[config.mk]
export PLATFORM = sky130hd
export DESIGN_NAME = enemy_missile_ctl_flat
export DESIGN_NICKNAME = d
export VERILOG_FILES = /design/src/rtl/enemy_missile_if.sv /design/src/rtl/enemy_missile_ctl.sv /design/src/flat_wrapper.sv
export SDC_FILE = /design/constraint.sdc
export NUM_CORES = 1
export LEC_CHECK = 0
export ABC_CLOCK_PERIOD_IN_PS = 4900
export BUFFER_PORTS_ARGS = -buffer_cell sky130_fd_sc_hd__buf_2
export CAP_MARGIN = 20
export CORE_AREA = 3 3 93 162
export CTS_CLUSTER_DIAMETER = 150
export DETAILED_ROUTE_END_ITERATION = 8
export DIE_AREA = 0 0 96 165
export PLACE_DENSITY = 0.78
export SYNTH_ARGS = -nofsm -noshare
export SYNTH_HDL_FRONTEND = slang
export SYNTH_SLANG_ARGS = --single-unit
[constraint.sdc]
create_clock -name pclk -period 4.9 [get_ports pclk]
set_clock_uncertainty 0.2 [all_clocks]
set_input_delay 0.98 -clock pclk [delete_from_list [all_inputs] [get_ports pclk]]
set_output_delay 0.98 -clock pclk [all_outputs]
set_load 0.01 [all_outputs]
[src/rtl/enemy_missile_if.sv]
// rtl/enemy_missile_if.sv - shooter inputs and missile outputs of the enemy missile controller
interface enemy_missile_if;
    logic [10:0] shooter_x0;
    logic [10:0] shooter_x1;
    logic [10:0] shooter_x2;
    logic [10:0] shooter_y0;
    logic [10:0] shooter_y1;
    logic [10:0] shooter_y2;
    logic [2:0]  shooter_alive;
    logic        ship_dead;
    logic [10:0] en_x_missile1;
    logic [10:0] en_x_missile2;
    logic [10:0] en_x_missile3;
    logic [10:0] en_y_missile1;
    logic [10:0] en_y_missile2;
    logic [10:0] en_y_missile3;
    logic [2:0]  missile_on;

    modport master (
        output shooter_x0, shooter_x1, shooter_x2,
        output shooter_y0, shooter_y1, shooter_y2,
        output shooter_alive, ship_dead,
        input  en_x_missile1, en_x_missile2, en_x_missile3,
        input  en_y_missile1, en_y_missile2, en_y_missile3,
        input  missile_on
    );

    modport slave (
        input  shooter_x0, shooter_x1, shooter_x2,
        input  shooter_y0, shooter_y1, shooter_y2,
        input  shooter_alive, ship_dead,
        output en_x_missile1, en_x_missile2, en_x_missile3,
        output en_y_missile1, en_y_missile2, en_y_missile3,
        output missile_on
    );
endinterface

[src/rtl/enemy_missile_ctl.sv]
// rtl/enemy_missile_ctl.sv - launches, moves and retires up to three enemy missiles
module enemy_missile_ctl #(
    parameter int unsigned STEP_DIV        = 650_000,
    parameter int unsigned SPEED           = 4,
    parameter int unsigned FIRE_BASE       = 16_250_000,
    parameter int unsigned Y_LIMIT         = 768,
    parameter int unsigned X_OFF           = 20,
    parameter int unsigned Y_OFF           = 32,
    parameter logic [15:0] LFSR_SEED       = 16'hACE1,
    parameter int unsigned FIRE_RAND_SHIFT = 16
) (
    input logic            pclk,
    input logic            rst,
    enemy_missile_if.slave mif
);
    typedef enum logic {S_IDLE = 1'b0, S_FLYING = 1'b1} slot_state_e;

    slot_state_e state_q [3];
    slot_state_e state_d [3];
    logic [10:0] x_q [3];
    logic [10:0] x_d [3];
    logic [10:0] y_q [3];
    logic [10:0] y_d [3];
    logic [11:0] step_sum [3];

    logic [31:0] step_cnt_q, step_cnt_d;
    logic [31:0] fire_cnt_q, fire_cnt_d;
    logic [15:0] lfsr_q, lfsr_d;
    logic [1:0]  slot_ptr_q, slot_ptr_d;

    logic        step;
    logic        attempt;
    logic        launch;
    logic        launch_late;
    logic        ptr_idle;
    logic        sel_alive;
    logic [1:0]  shooter_sel;
    logic [10:0] sel_x, sel_y;
    logic [10:0] launch_x, launch_y;
    logic [31:0] fire_reload;

    assign step        = (step_cnt_q == STEP_DIV - 1);
    assign attempt     = (fire_cnt_q == 32'd0);
    assign fire_reload = FIRE_BASE + (32'(lfsr_q[7:0]) << FIRE_RAND_SHIFT);
    assign shooter_sel = (lfsr_q[1:0] == 2'd3) ? 2'd0 : lfsr_q[1:0];

    always_comb begin
        sel_x     = mif.shooter_x0;
        sel_y     = mif.shooter_y0;
        sel_alive = mif.shooter_alive[0];
        case (shooter_sel)
            2'd1: begin
                sel_x     = mif.shooter_x1;
                sel_y     = mif.shooter_y1;
                sel_alive = mif.shooter_alive[1];
            end
            2'd2: begin
                sel_x     = mif.shooter_x2;
                sel_y     = mif.shooter_y2;
                sel_alive = mif.shooter_alive[2];
            end
            default: ;
        endcase
    end

    always_comb begin
        ptr_idle = (state_q[0] == S_IDLE);
        case (slot_ptr_q)
            2'd1:    ptr_idle = (state_q[1] == S_IDLE);
            2'd2:    ptr_idle = (state_q[2] == S_IDLE);
            default: ;
        endcase
    end

    assign launch_x    = sel_x + 11'(X_OFF);
    assign launch_y    = sel_y + 11'(Y_OFF);
    // A launch that would already sit at/below the retire line never becomes visible.
    assign launch_late = ({1'b0, launch_y} >= 12'(Y_LIMIT));
    assign launch      = attempt && ptr_idle && sel_alive && !mif.ship_dead;

    always_comb begin
        for (int i = 0; i < 3; i++) begin
            step_sum[i] = {1'b0, y_q[i]} + 12'(SPEED);
        end
    end

    always_comb begin
        lfsr_d     = {lfsr_q[0] ^ lfsr_q[2] ^ lfsr_q[3] ^ lfsr_q[5], lfsr_q[15:1]};
        step_cnt_d = step ? 32'd0 : step_cnt_q + 32'd1;
        fire_cnt_d = attempt ? fire_reload : fire_cnt_q - 32'd1;
        slot_ptr_d = slot_ptr_q;
        if (attempt) begin
            slot_ptr_d = (slot_ptr_q == 2'd2) ? 2'd0 : slot_ptr_q + 2'd1;
        end
        for (int i = 0; i < 3; i++) begin
            state_d[i] = state_q[i];
            x_d[i]     = x_q[i];
            y_d[i]     = y_q[i];
            case (state_q[i])
                S_IDLE: begin
                    if (launch && (slot_ptr_q == 2'(i)) && !launch_late) begin
                        state_d[i] = S_FLYING;
                        x_d[i]     = launch_x;
                        y_d[i]     = launch_y;
                    end
                end
                S_FLYING: begin
                    if (step) begin
                        if (step_sum[i] >= 12'(Y_LIMIT)) begin
                            state_d[i] = S_IDLE;
                            x_d[i]     = 11'd0;
                            y_d[i]     = 11'd0;
                        end else begin
                            y_d[i] = step_sum[i][10:0];
                        end
                    end
                end
                default: ;
            endcase
        end
    end

    always_ff @(posedge pclk) begin
        if (rst) begin
            lfsr_q     <= LFSR_SEED;
            step_cnt_q <= 32'd0;
            fire_cnt_q <= FIRE_BASE;
            slot_ptr_q <= 2'd0;
            for (int i = 0; i < 3; i++) begin
                state_q[i] <= S_IDLE;
                x_q[i]     <= 11'd0;
                y_q[i]     <= 11'd0;
            end
        end else begin
            lfsr_q     <= lfsr_d;
            step_cnt_q <= step_cnt_d;
            fire_cnt_q <= fire_cnt_d;
            slot_ptr_q <= slot_ptr_d;
            for (int i = 0; i < 3; i++) begin
                state_q[i] <= state_d[i];
                x_q[i]     <= x_d[i];
                y_q[i]     <= y_d[i];
            end
        end
    end

    assign mif.en_x_missile1 = x_q[0];
    assign mif.en_x_missile2 = x_q[1];
    assign mif.en_x_missile3 = x_q[2];
    assign mif.en_y_missile1 = y_q[0];
    assign mif.en_y_missile2 = y_q[1];
    assign mif.en_y_missile3 = y_q[2];
    assign mif.missile_on    = {state_q[2] == S_FLYING, state_q[1] == S_FLYING, state_q[0] == S_FLYING};
endmodule

[src/flat_wrapper.sv]
// flat-port wrapper written by rule: the top's interface ports become plain ports
module enemy_missile_ctl_flat 
#(
    parameter int unsigned STEP_DIV        = 650_000,
    parameter int unsigned SPEED           = 4,
    parameter int unsigned FIRE_BASE       = 16_250_000,
    parameter int unsigned Y_LIMIT         = 768,
    parameter int unsigned X_OFF           = 20,
    parameter int unsigned Y_OFF           = 32,
    parameter logic [15:0] LFSR_SEED       = 16'hACE1,
    parameter int unsigned FIRE_RAND_SHIFT = 16
)
  (pclk, rst, mif_shooter_x0, mif_shooter_x1, mif_shooter_x2, mif_shooter_y0, mif_shooter_y1, mif_shooter_y2, mif_shooter_alive, mif_ship_dead, mif_en_x_missile1, mif_en_x_missile2, mif_en_x_missile3, mif_en_y_missile1, mif_en_y_missile2, mif_en_y_missile3, mif_missile_on);
  enemy_missile_if mif_i ();
  input logic pclk;
  input logic rst;
  input wire logic [$bits(mif_i.shooter_x0)-1:0] mif_shooter_x0;
  input wire logic [$bits(mif_i.shooter_x1)-1:0] mif_shooter_x1;
  input wire logic [$bits(mif_i.shooter_x2)-1:0] mif_shooter_x2;
  input wire logic [$bits(mif_i.shooter_y0)-1:0] mif_shooter_y0;
  input wire logic [$bits(mif_i.shooter_y1)-1:0] mif_shooter_y1;
  input wire logic [$bits(mif_i.shooter_y2)-1:0] mif_shooter_y2;
  input wire logic [$bits(mif_i.shooter_alive)-1:0] mif_shooter_alive;
  input wire logic [$bits(mif_i.ship_dead)-1:0] mif_ship_dead;
  output wire logic [$bits(mif_i.en_x_missile1)-1:0] mif_en_x_missile1;
  output wire logic [$bits(mif_i.en_x_missile2)-1:0] mif_en_x_missile2;
  output wire logic [$bits(mif_i.en_x_missile3)-1:0] mif_en_x_missile3;
  output wire logic [$bits(mif_i.en_y_missile1)-1:0] mif_en_y_missile1;
  output wire logic [$bits(mif_i.en_y_missile2)-1:0] mif_en_y_missile2;
  output wire logic [$bits(mif_i.en_y_missile3)-1:0] mif_en_y_missile3;
  output wire logic [$bits(mif_i.missile_on)-1:0] mif_missile_on;
  assign mif_i.shooter_x0 = mif_shooter_x0;
  assign mif_i.shooter_x1 = mif_shooter_x1;
  assign mif_i.shooter_x2 = mif_shooter_x2;
  assign mif_i.shooter_y0 = mif_shooter_y0;
  assign mif_i.shooter_y1 = mif_shooter_y1;
  assign mif_i.shooter_y2 = mif_shooter_y2;
  assign mif_i.shooter_alive = mif_shooter_alive;
  assign mif_i.ship_dead = mif_ship_dead;
  assign mif_en_x_missile1 = mif_i.en_x_missile1;
  assign mif_en_x_missile2 = mif_i.en_x_missile2;
  assign mif_en_x_missile3 = mif_i.en_x_missile3;
  assign mif_en_y_missile1 = mif_i.en_y_missile1;
  assign mif_en_y_missile2 = mif_i.en_y_missile2;
  assign mif_en_y_missile3 = mif_i.en_y_missile3;
  assign mif_missile_on = mif_i.missile_on;
  enemy_missile_ctl #(.STEP_DIV(STEP_DIV), .SPEED(SPEED), .FIRE_BASE(FIRE_BASE), .Y_LIMIT(Y_LIMIT), .X_OFF(X_OFF), .Y_OFF(Y_OFF), .LFSR_SEED(LFSR_SEED), .FIRE_RAND_SHIFT(FIRE_RAND_SHIFT)) u_core (.pclk(pclk), .rst(rst), .mif(mif_i));
endmodule
==> results of run 1 <==
==> sequential cells by signal, indices dropped and copies added, names as in the netlist <==
signal,count
u_core.fire_cnt_q,32
u_core.lfsr_q,16
u_core.slot_ptr_q,2
u_core.state_q,3
u_core.x_q,33
u_core.step_cnt_q,32
u_core.y_q,33
==> worst max-delay path, cell delays in order, from the launching register on <==
cell	delay (ns)
dfxtp_1	0.41
inv_1	0.09
ha_2	0.46
nor2_1	0.07
a21oi_1	0.29
ha_1	0.34
nor3b_1	0.08
a31oi_1	0.17
a32oi_1	0.12
o22a_1	0.36
a2111oi_4	0.60
a21o_1	0.44
a21oi_2	0.23
a2bb2o_1	0.35
==> path summary, 6_finish.rpt <==
| path | from | endpoint | cells after the start |
|---|---|---|---|
| max | u_core.lfsr_q[0] | u_core.x_q[0][16] | 13 |
| min reg2reg | u_core.lfsr_q[12] | u_core.lfsr_q[11] | 1 |
| min | u_core.lfsr_q[12] | u_core.lfsr_q[11] | 1 |
| max reg2reg | u_core.lfsr_q[0] | u_core.x_q[0][16] | 13 |
==> cell type report <==
class	count	area, um2
Clock inverter	15	258
Clock buffer	17	425
Sequential cell	151	3020
Multi-Input combinational cell	694	4320
Inverter	15	56.3
Fill cell	1186	4800
Tap cell	177	221
Timing Repair Buffer	152	803
==> kinds of logic after synthesis <==
kind of cell | after synthesis
simple gates | 370
compound gates | 222
flops | 151
xor+xnor | 72
buf+inv | 59
fa+ha+maj | 19
mux | 11
==> cells in the final DEF, fill, tap and decap left out, drive strengths merged, types with 17 or more instances in the layout <==
master | Yosys | final
a21oi | 66 | 66
a22oi | 22 | 22
buf | 9 | 152
clkbuf | 35 | 17
dfxtp | 151 | 151
ha | 19 | 19
inv | 15 | 23
nand2 | 93 | 93
nand3 | 32 | 32
nor2 | 104 | 104
nor3 | 17 | 17
o21ai | 52 | 52
xnor2 | 32 | 32
xor2 | 40 | 40
==> stage by stage <==
step,utilization,hold slack [ns]
2_1_floorplan,-,0.189
3_3_place_gp,0.606,0.202
3_5_place_dp,0.606,0.195
4_1_cts,0.655,0.211
5_1_grt,0.655,0.218
6_report,0.655,0.212
==> power by group <==
part	total [mW]	switching, mW	internal, mW
registers	1.27	0.0201	1.25
clock network	1.51	0.583	0.932
logic	0.283	0.171	0.112
==> per-layer routing <==
layer  track usage  vias to the layer above  part of all wire
met2         0.526                      184              0.55
li1              -                     3475                 -
met3        0.0488                       54             0.042
met1         0.300                     3441              0.37
met5             0                        -                 0
met4         0.129                        0             0.043
==> results.json, run 1 <==
{
  "timing.setup.tns_ns": 0,
  "routabilityCongestion": 0.905,
  "antenna_cells": 0,
  "num_io_pins": 141,
  "synth_top_area_share": 0.399,
  "start_util": 0.545,
  "cts_buffer_depth": 2,
  "drive_above_1_share": 0.202,
  "fin_nets": 1122,
  "yosysTopAreaCell": "dfxtp_1",
  "fmax_mhz": 231,
  "synth_area_per_cell_um2": 8.38,
  "maxCapViolCount": 0,
  "routed_via_density": 5.86,
  "yosysMostFrequentCell": "dfxtp_1",
  "syn_nets": 995,
  "peakVddDrop_v": 0.000196,
  "row_count": 57,
  "io_buffers": 140,
  "cp-end-kind": "flip-flop",
  "cts_setup_buffers": 0,
  "tightestPinTransition_ns": 0.855,
  "finalSetupViolCount": 0,
  "syn_area_um2": 7570,
  "grt_pass1_wl_um": 34800,
  "synth_cell_types": 63,
  "clockRootBuffer": "clkbuf_16",
  "synth_top_family_by_area": "simple AND/OR/NAND/NOR gates",
  "ys_seq_elements": 151,
  "synthTopCellsByCount": "dfxtp_1, nor2_1, nand2_1",
  "core_area_um2": 13900,
  "report.final.slew_viol_count": 0,
  "p_total_mw": 3.07,
  "synth_edf_count": 0,
  "final_area_um2": 9110,
  "area_delta_synth_final_pct": 20.2,
  "synth_seq_area_share": 0.399,
  "ant_nets": 0,
  "vias": 7154,
  "first_global_vias": 7010,
  "wl_um": 21800,
  "dp.cells": 1189,
  "cts_tree": "built",
  "firstDrtPassIters": 6,
  "setup_ws_ns": 0.568,
  "place_ws_ns": 0.454,
  "synth-xor-area-share": 0.0833,
  "min_period_ns": 4.33,
  "synth-compound-area-share": 0.199,
  "powerDensity_nw_per_um2": 337,
  "post_drt_wl_per_cell_um": 17.8,
  "route.detailed.drc": 0,
  "ys_warn_count": 0,
  "cp-start-kind": "flip-flop",
  "synthAdderAreaFrac": 0.0314,
  "cp_data_required_time_ns": 5.01,
  "synthMuxAreaShare": 0.0147,
  "crit_type": "reg2reg",
  "synthArstFlopShare": 0,
  "total_leakage_power_nw": 3.68,
  "synth_area_leaders": "dfxtp_1, nor2_1, xor2_1, nand2_1, a21oi_1",
  "cts_max_level": 4,
  "grt_antenna_before_repair": 0,
  "ff2ff_setup_slack_ns": 0.57,
  "clk_latency_ns": 0.43,
  "relSlewSlack": 0.430,
  "post_cts_resized": 0,
  "hpwl_um": 16000,
  "syn_inst": 904,
  "finalCritPeriodShare": 0.884,
  "grt_overflow_total": 0,
  "die_w_um": 96,
  "die-area_um2": 15800,
  "rsz0062_at_grt": "no",
  "crit_fanout": 13,
  "grt_max_degree": 49,
  "drtIter0Drc": 348,
  "hold_viol_final": 0,
  "ctsHoldBuffers": 0,
  "cts.sinks": 151,
  "status": "finished, final reports clean",
  "cts_buffers": 17,
  "min_path_type": "reg2reg",
  "final-instance-count-excl-fill": 1221,
  "place_area_um2": 8420,
  "die_h_um": 165,
  "yosys.area_share.simple": 0.242,
  "clkSlewWorstSetupHoldPaths_ns": 0.07,
  "critPathArrivalTime_ns": 4.44,
  "synth_ff_type": "dfxtp_1",
  "grt_use_total": 0.283
}
Power figures use the tool's default switching activity.
==> run 2: changes to the inputs <==
ABC_AREA = 1   (was not set)
CORE_AREA = 8 8 103 175   (was 3 3 93 162)
DIE_AREA = 0 0 111 183   (was 0 0 96 165)
PLACE_DENSITY = 0.77   (was 0.78)
SLEW_MARGIN = 20   (was not set)
==> results.json, run 2 <==
{
  "seq_power_share": 0.431,
  "cts_buffer_depth": 2,
  "r2r.worst_path.cells": 14,
  "p_int_mw": 2.13,
  "post_cts_resized": 0,
  "cts_setup_buffers": 0,
  "antenna_cells": 0,
  "clockRootBuffer": "clkbuf_16",
  "cts_buffers": 17,
  "hold_viol_final": 0,
  "yosysTopAreaCell": "dfxtp_1",
  "pwr-share-clk": 0.456,
  "cpMostUsedCell": "nand2_2",
  "tightestPinTransition_ns": 0.938,
  "crit_type": "reg2reg",
  "clk_latency_ns": 0.43,
  "routed_via_density": 5.53,
  "io_buffers": 140,
  "synthTopCellsByCount": "nand2_1, nor2_1, dfxtp_1",
  "fin_nets": 1434,
  "ant_nets": 0,
  "yosysMostFrequentCell": "nand2_1",
  "syn_area_um2": 8390,
  "status": "finished, final reports clean",
  "cp_slowest_stage_delay_ns": 0.79,
  "p_total_mw": 2.94,
  "cts.sinks": 151,
  "row_count": 61,
  "fin_util": 0.621,
  "finalSetupViolCount": 0,
  "peakVddDrop_v": 0.000207,
  "p_sw_mw": 0.809,
  "cp_data_required_time_ns": 4.98,
  "grt_overflow_total": 0,
  "cp-end-kind": "flip-flop",
  "cpLargestDelayFamily": "simple AND/OR/NAND/NOR gates",
  "min_period_ns": 3.74,
  "relSlewSlack": 0.375,
  "synth_cell_types": 46,
  "ctsHoldBuffers": 0,
  "finalCritPeriodShare": 0.763,
  "switching_share": 0.275,
  "num_io_pins": 141,
  "vias": 8546,
  "critPathArrivalTime_ns": 3.82,
  "synthArstFlopShare": 0,
  "cts_max_level": 4,
  "mostFrequentLayoutCells": "nand2_1, nor2_1, dfxtp_1",
  "drive_above_1_share": 0.186,
  "grt_use_total": 0.242,
  "cts_tree": "built",
  "ys_seq_elements": 151,
  "synth_edf_count": 0,
  "cp-start-kind": "flip-flop",
  "layout_commonest_cell": "nand2_1",
  "cp_num_buf_inv": 1,
  "min_path_type": "reg2reg",
  "hpwl_um": 19100,
  "synth_area_per_cell_um2": 6.88,
  "pwr-share-comb": 0.112,
  "syn_inst": 1219,
  "post_drt_wl_per_cell_um": 16.3,
  "first_global_vias": 8237,
  "grt_max_degree": 51,
  "start_util": 0.536,
  "total_leakage_power_nw": 4.18,
  "area_delta_synth_final_pct": 15.7,
  "routabilityCongestion": 1.00,
  "synth_area_leaders": "dfxtp_1, nand2_1, nor2_1, nand3_1, a21oi_1",
  "route.detailed.drc": 0,
  "timing.setup.tns_ns": 0,
  "core_area_um2": 15600,
  "powerDensity_nw_per_um2": 303,
  "grt_pass1_wl_um": 40300,
  "crit_fanout": 23,
  "grt_antenna_before_repair": 0,
  "synth_top_area_share": 0.360,
  "cp_cell_sequence": "inv_1, ha_1, nand2_1, a21oi_4, ha_1, nand3_1, o21ai_2, nand2_2, nand2_4, nand3_2, nand2_2, nand2_2, nand2_1, a21oi_1",
  "synth_ff_type": "dfxtp_1",
  "die-area_um2": 20300,
  "ys_warn_count": 0,
  "die_h_um": 183,
  "fmax_mhz": 268,
  "wl_um": 25100,
  "clkSlewWorstSetupHoldPaths_ns": 0.06,
  "crit_cells": 14,
  "firstDrtPassIters": 5,
  "die_w_um": 111,
  "rsz0062_at_grt": "no",
  "reg_top3": "u_core.x_q x33, u_core.y_q x33",
  "syn_nets": 1310,
  "drtIter0Drc": 671,
  "crit_path_top_delay_cell": "ha_1",
  "maxCapViolCount": 0,
  "report.final.slew_viol_count": 0,
  "synth_seq_area_share": 0.360,
  "whs_path_depth": 2
}
[run 2: metrics by stage]
| step | hold WS (ns) | instances | cell area [um2] | worst slack [ns] |
|---|---|---|---|---|
| after floorplan | 0.188 | 1219 | 8390 | 2.12 |
| after global placement | 0.195 | 1512 | 9090 | 1.38 |
| after detailed placement | 0.197 | 1512 | 9090 | 1.22 |
| after CTS | 0.208 | 1544 | 9700 | 1.22 |
| after global routing | 0.224 | 1545 | 9710 | 0.851 |
| final | 0.206 | 1545 | 9710 | 1.16 |
[run 2: cells by family after synthesis]
family | Yosys count | share of synthesized area
adder cells (fa/ha/maj) | 19 | 0.0283
AO/OA/AOI/OAI | 186 | 0.121
buffers and inverters | 167 | 0.0881
flip-flops | 151 | 0.360
multiplexers | 1 | 0.00119
AND/OR/NAND/NOR | 653 | 0.358
XOR/XNOR | 42 | 0.0438
[run 2: worst register-to-register path: cells and delay by family (launching register included)]
kind,cells,cell delay (ns)
AOI/OAI and AO/OA,3,0.54
and+or+nand+nor,8,1.40
buffers and inverters,1,0.11
DFF,1,0.33
adders and majority gates,2,1.01
[run 2: final timing paths]
| check | start | to | slack [ns] |
|---|---|---|---|
| worst min register to register | u_core.lfsr_q[13] | u_core.lfsr_q[12] | 0.21 |
| worst min-delay path | u_core.lfsr_q[13] | u_core.lfsr_q[12] | 0.21 |
| worst max-delay path | u_core.lfsr_q[1] | u_core.y_q[0][1] | 1.16 |
| worst max register to register | u_core.lfsr_q[1] | u_core.y_q[0][1] | 1.16 |
[run 2: layer usage]
metal	part of all wire	global-route usage
met1	0.36	0.239
met2	0.54	0.456
met3	0.063	0.0533
met4	0.041	0.129
met5	0	0
[run 2: layout make-up]
| class | instances | area (um2) |
|---|---|---|
| Clock buffer | 18 | 439 |
| Clock inverter | 14 | 163 |
| Fill cell | 1438 | 5930 |
| Inverter | 127 | 477 |
| Multi-Input combinational cell | 901 | 4630 |
| Sequential cell | 151 | 3020 |
| Tap cell | 189 | 236 |
| Timing Repair Buffer | 145 | 746 |
[run 2: power by group through the flow]
stage | Combinational (mW) | Clock (mW) | Sequential [mW]
after detailed placement | 0.322 | 0 | 1.29
final | 0.330 | 1.34 | 1.27
after global placement | 0.320 | 0 | 1.29
after floorplan | 0.227 | 0 | 1.29
after CTS | 0.325 | 1.36 | 1.27
after global routing | 0.366 | 1.40 | 1.27
==> run 3: changes to the inputs <==
ABC_CLOCK_PERIOD_IN_PS = 3790   (was 4900)
clock period = 3.79 ns   (was 4.9 ns; I/O delays follow)
==> results.json, run 3 (synthesis results as in run 2) <==
{
  "wl_um": 24900,
  "min_from": "u_core.lfsr_q[10]",
  "cpLargestDelayFamily": "simple AND/OR/NAND/NOR gates",
  "whs_path_depth": 2,
  "critPathArrivalTime_ns": 3.44,
  "crit_fanout": 22,
  "place_ws_ns": 0.475,
  "cts_setup_buffers": 0,
  "cts_buffer_depth": 2,
  "cp-start-kind": "flip-flop",
  "routabilityCongestion": 0.979,
  "peakVddDrop_v": 0.000304,
  "maxCapViolCount": 0,
  "reg_top3": "u_core.x_q x33, u_core.y_q x33",
  "grt_max_degree": 41,
  "die_w_um": 111,
  "routed_via_density": 5.44,
  "hold_end": "u_core.lfsr_q[9]",
  "finalCritPeriodShare": 0.884,
  "first_global_vias": 8374,
  "drtIter0Drc": 573,
  "fin_util": 0.623,
  "clkSlewWorstSetupHoldPaths_ns": 0.06,
  "die_h_um": 183,
  "finalSetupViolCount": 0,
  "place_area_um2": 9170,
  "r2r_end": "u_core.x_q[0][4]",
  "ant_nets": 0,
  "hold_viol_final": 0,
  "cp_cell_sequence": "inv_1, ha_1, inv_2, a21oi_1, a21oi_4, ha_1, nand3_1, inv_1, nand3_1, nand2_2, nand2_4, nand3_2, nand2_2, nand2_2, nand2_1, a21oi_1",
  "cp_data_required_time_ns": 3.88,
  "final_area_um2": 9750,
  "wl_met1_um": 9190,
  "num_io_pins": 141,
  "top_layer": "met5",
  "dp.cells": 1522,
  "firstDrtPassIters": 5,
  "min_path_type": "reg2reg",
  "mostFrequentLayoutCells": "nand2_1, nor2_1, dfxtp_1",
  "grt_overflow_total": 0,
  "min_period_ns": 3.35,
  "cts.sinks": 151,
  "cpMostUsedCell": "nand2_2",
  "holdWs_ns": 0.210,
  "ctsHoldBuffers": 0,
  "final-instance-count-excl-fill": 1555,
  "drive_above_1_share": 0.190,
  "post_cts_resized": 0,
  "p_total_mw": 3.75,
  "cp_num_buf_inv": 3,
  "timing.rr.start": "u_core.lfsr_q[0]",
  "total_leakage_power_nw": 4.20,
  "post_drt_wl_per_cell_um": 16.0,
  "area_delta_synth_final_pct": 16.3,
  "status": "finished, final reports clean",
  "relSlewSlack": 0.470,
  "cts_max_level": 4,
  "core_area_um2": 15600,
  "die-area_um2": 20300,
  "crit_cells": 16,
  "grt_pass1_wl_um": 39700,
  "start_util": 0.536,
  "fin_nets": 1443,
  "fill_cells": 1478,
  "cts_tree": "built",
  "clk_latency_ns": 0.42,
  "layout_commonest_cell": "nand2_1",
  "report.final.slew_viol_count": 0,
  "rsz0062_at_grt": "no",
  "cts_buffers": 17,
  "wl_met2_um": 13000,
  "hpwl_um": 19400,
  "cp_slowest_stage_delay_ns": 0.47,
  "crit_path_top_delay_cell": "ha_1",
  "route.detailed.drc": 0,
  "ff2ff_setup_slack_ns": 0.44,
  "grt_antenna_before_repair": 4,
  "vias": 8461,
  "row_count": 61,
  "crit_type": "reg2reg",
  "powerDensity_nw_per_um2": 384,
  "cp-end-kind": "flip-flop",
  "fmax_mhz": 298,
  "r2r.worst_path.cells": 16,
  "setup_ws_ns": 0.438,
  "grt_use_total": 0.239,
  "clockRootBuffer": "clkbuf_16",
  "io_buffers": 140,
  "tightestPinTransition_ns": 0.793,
  "wl_met3_um": 1490,
  "timing.setup.tns_ns": 0
}
-- run 3: worst min-delay path: stages (launching register included) --
cell and delay [ns]:
dfxtp_1 0.29, inv_1 0.04, nor2_1 0.03
-- run 3: worst max-delay path by stage --
stage / slack [ns] / from / end
2_1_floorplan: 1.12 / u_core.lfsr_q[0] / u_core.x_q[0][11]
3_3_place_gp: 0.61 / u_core.lfsr_q[0] / u_core.y_q[0][0]
3_5_place_dp: 0.47 / u_core.lfsr_q[0] / u_core.x_q[0][7]
4_1_cts: 0.46 / u_core.lfsr_q[0] / u_core.x_q[0][7]
5_1_grt: 0.19 / u_core.lfsr_q[0] / u_core.x_q[0][10]
6_report: 0.44 / u_core.lfsr_q[0] / u_core.x_q[0][4]
-- run 3: metal layers --
metal	GRT usage	up-vias
met2	0.446	248
met5	0	-
met1	0.229	3903
met3	0.0622	81
li1	-	4223
met4	0.145	6
-- run 3: cell type report --
type                    count  area [um2]  share of cell area
diodes                      2        5.00            0.000513
clock buffers              18         429              0.0440
clock inverters            13         150              0.0154
inverters                 127         477              0.0489
multi-input cells         901        4630               0.474
flip-flops and latches    151        3020               0.310
well taps                 189         236              0.0242
repair buffers            154         806              0.0826
-- run 3: report_power, final --
group	internal, mW	switching (mW)	total (mW)
clock	0.975	0.694	1.67
combinational	0.145	0.299	0.444
sequential	1.61	0.0223	1.64
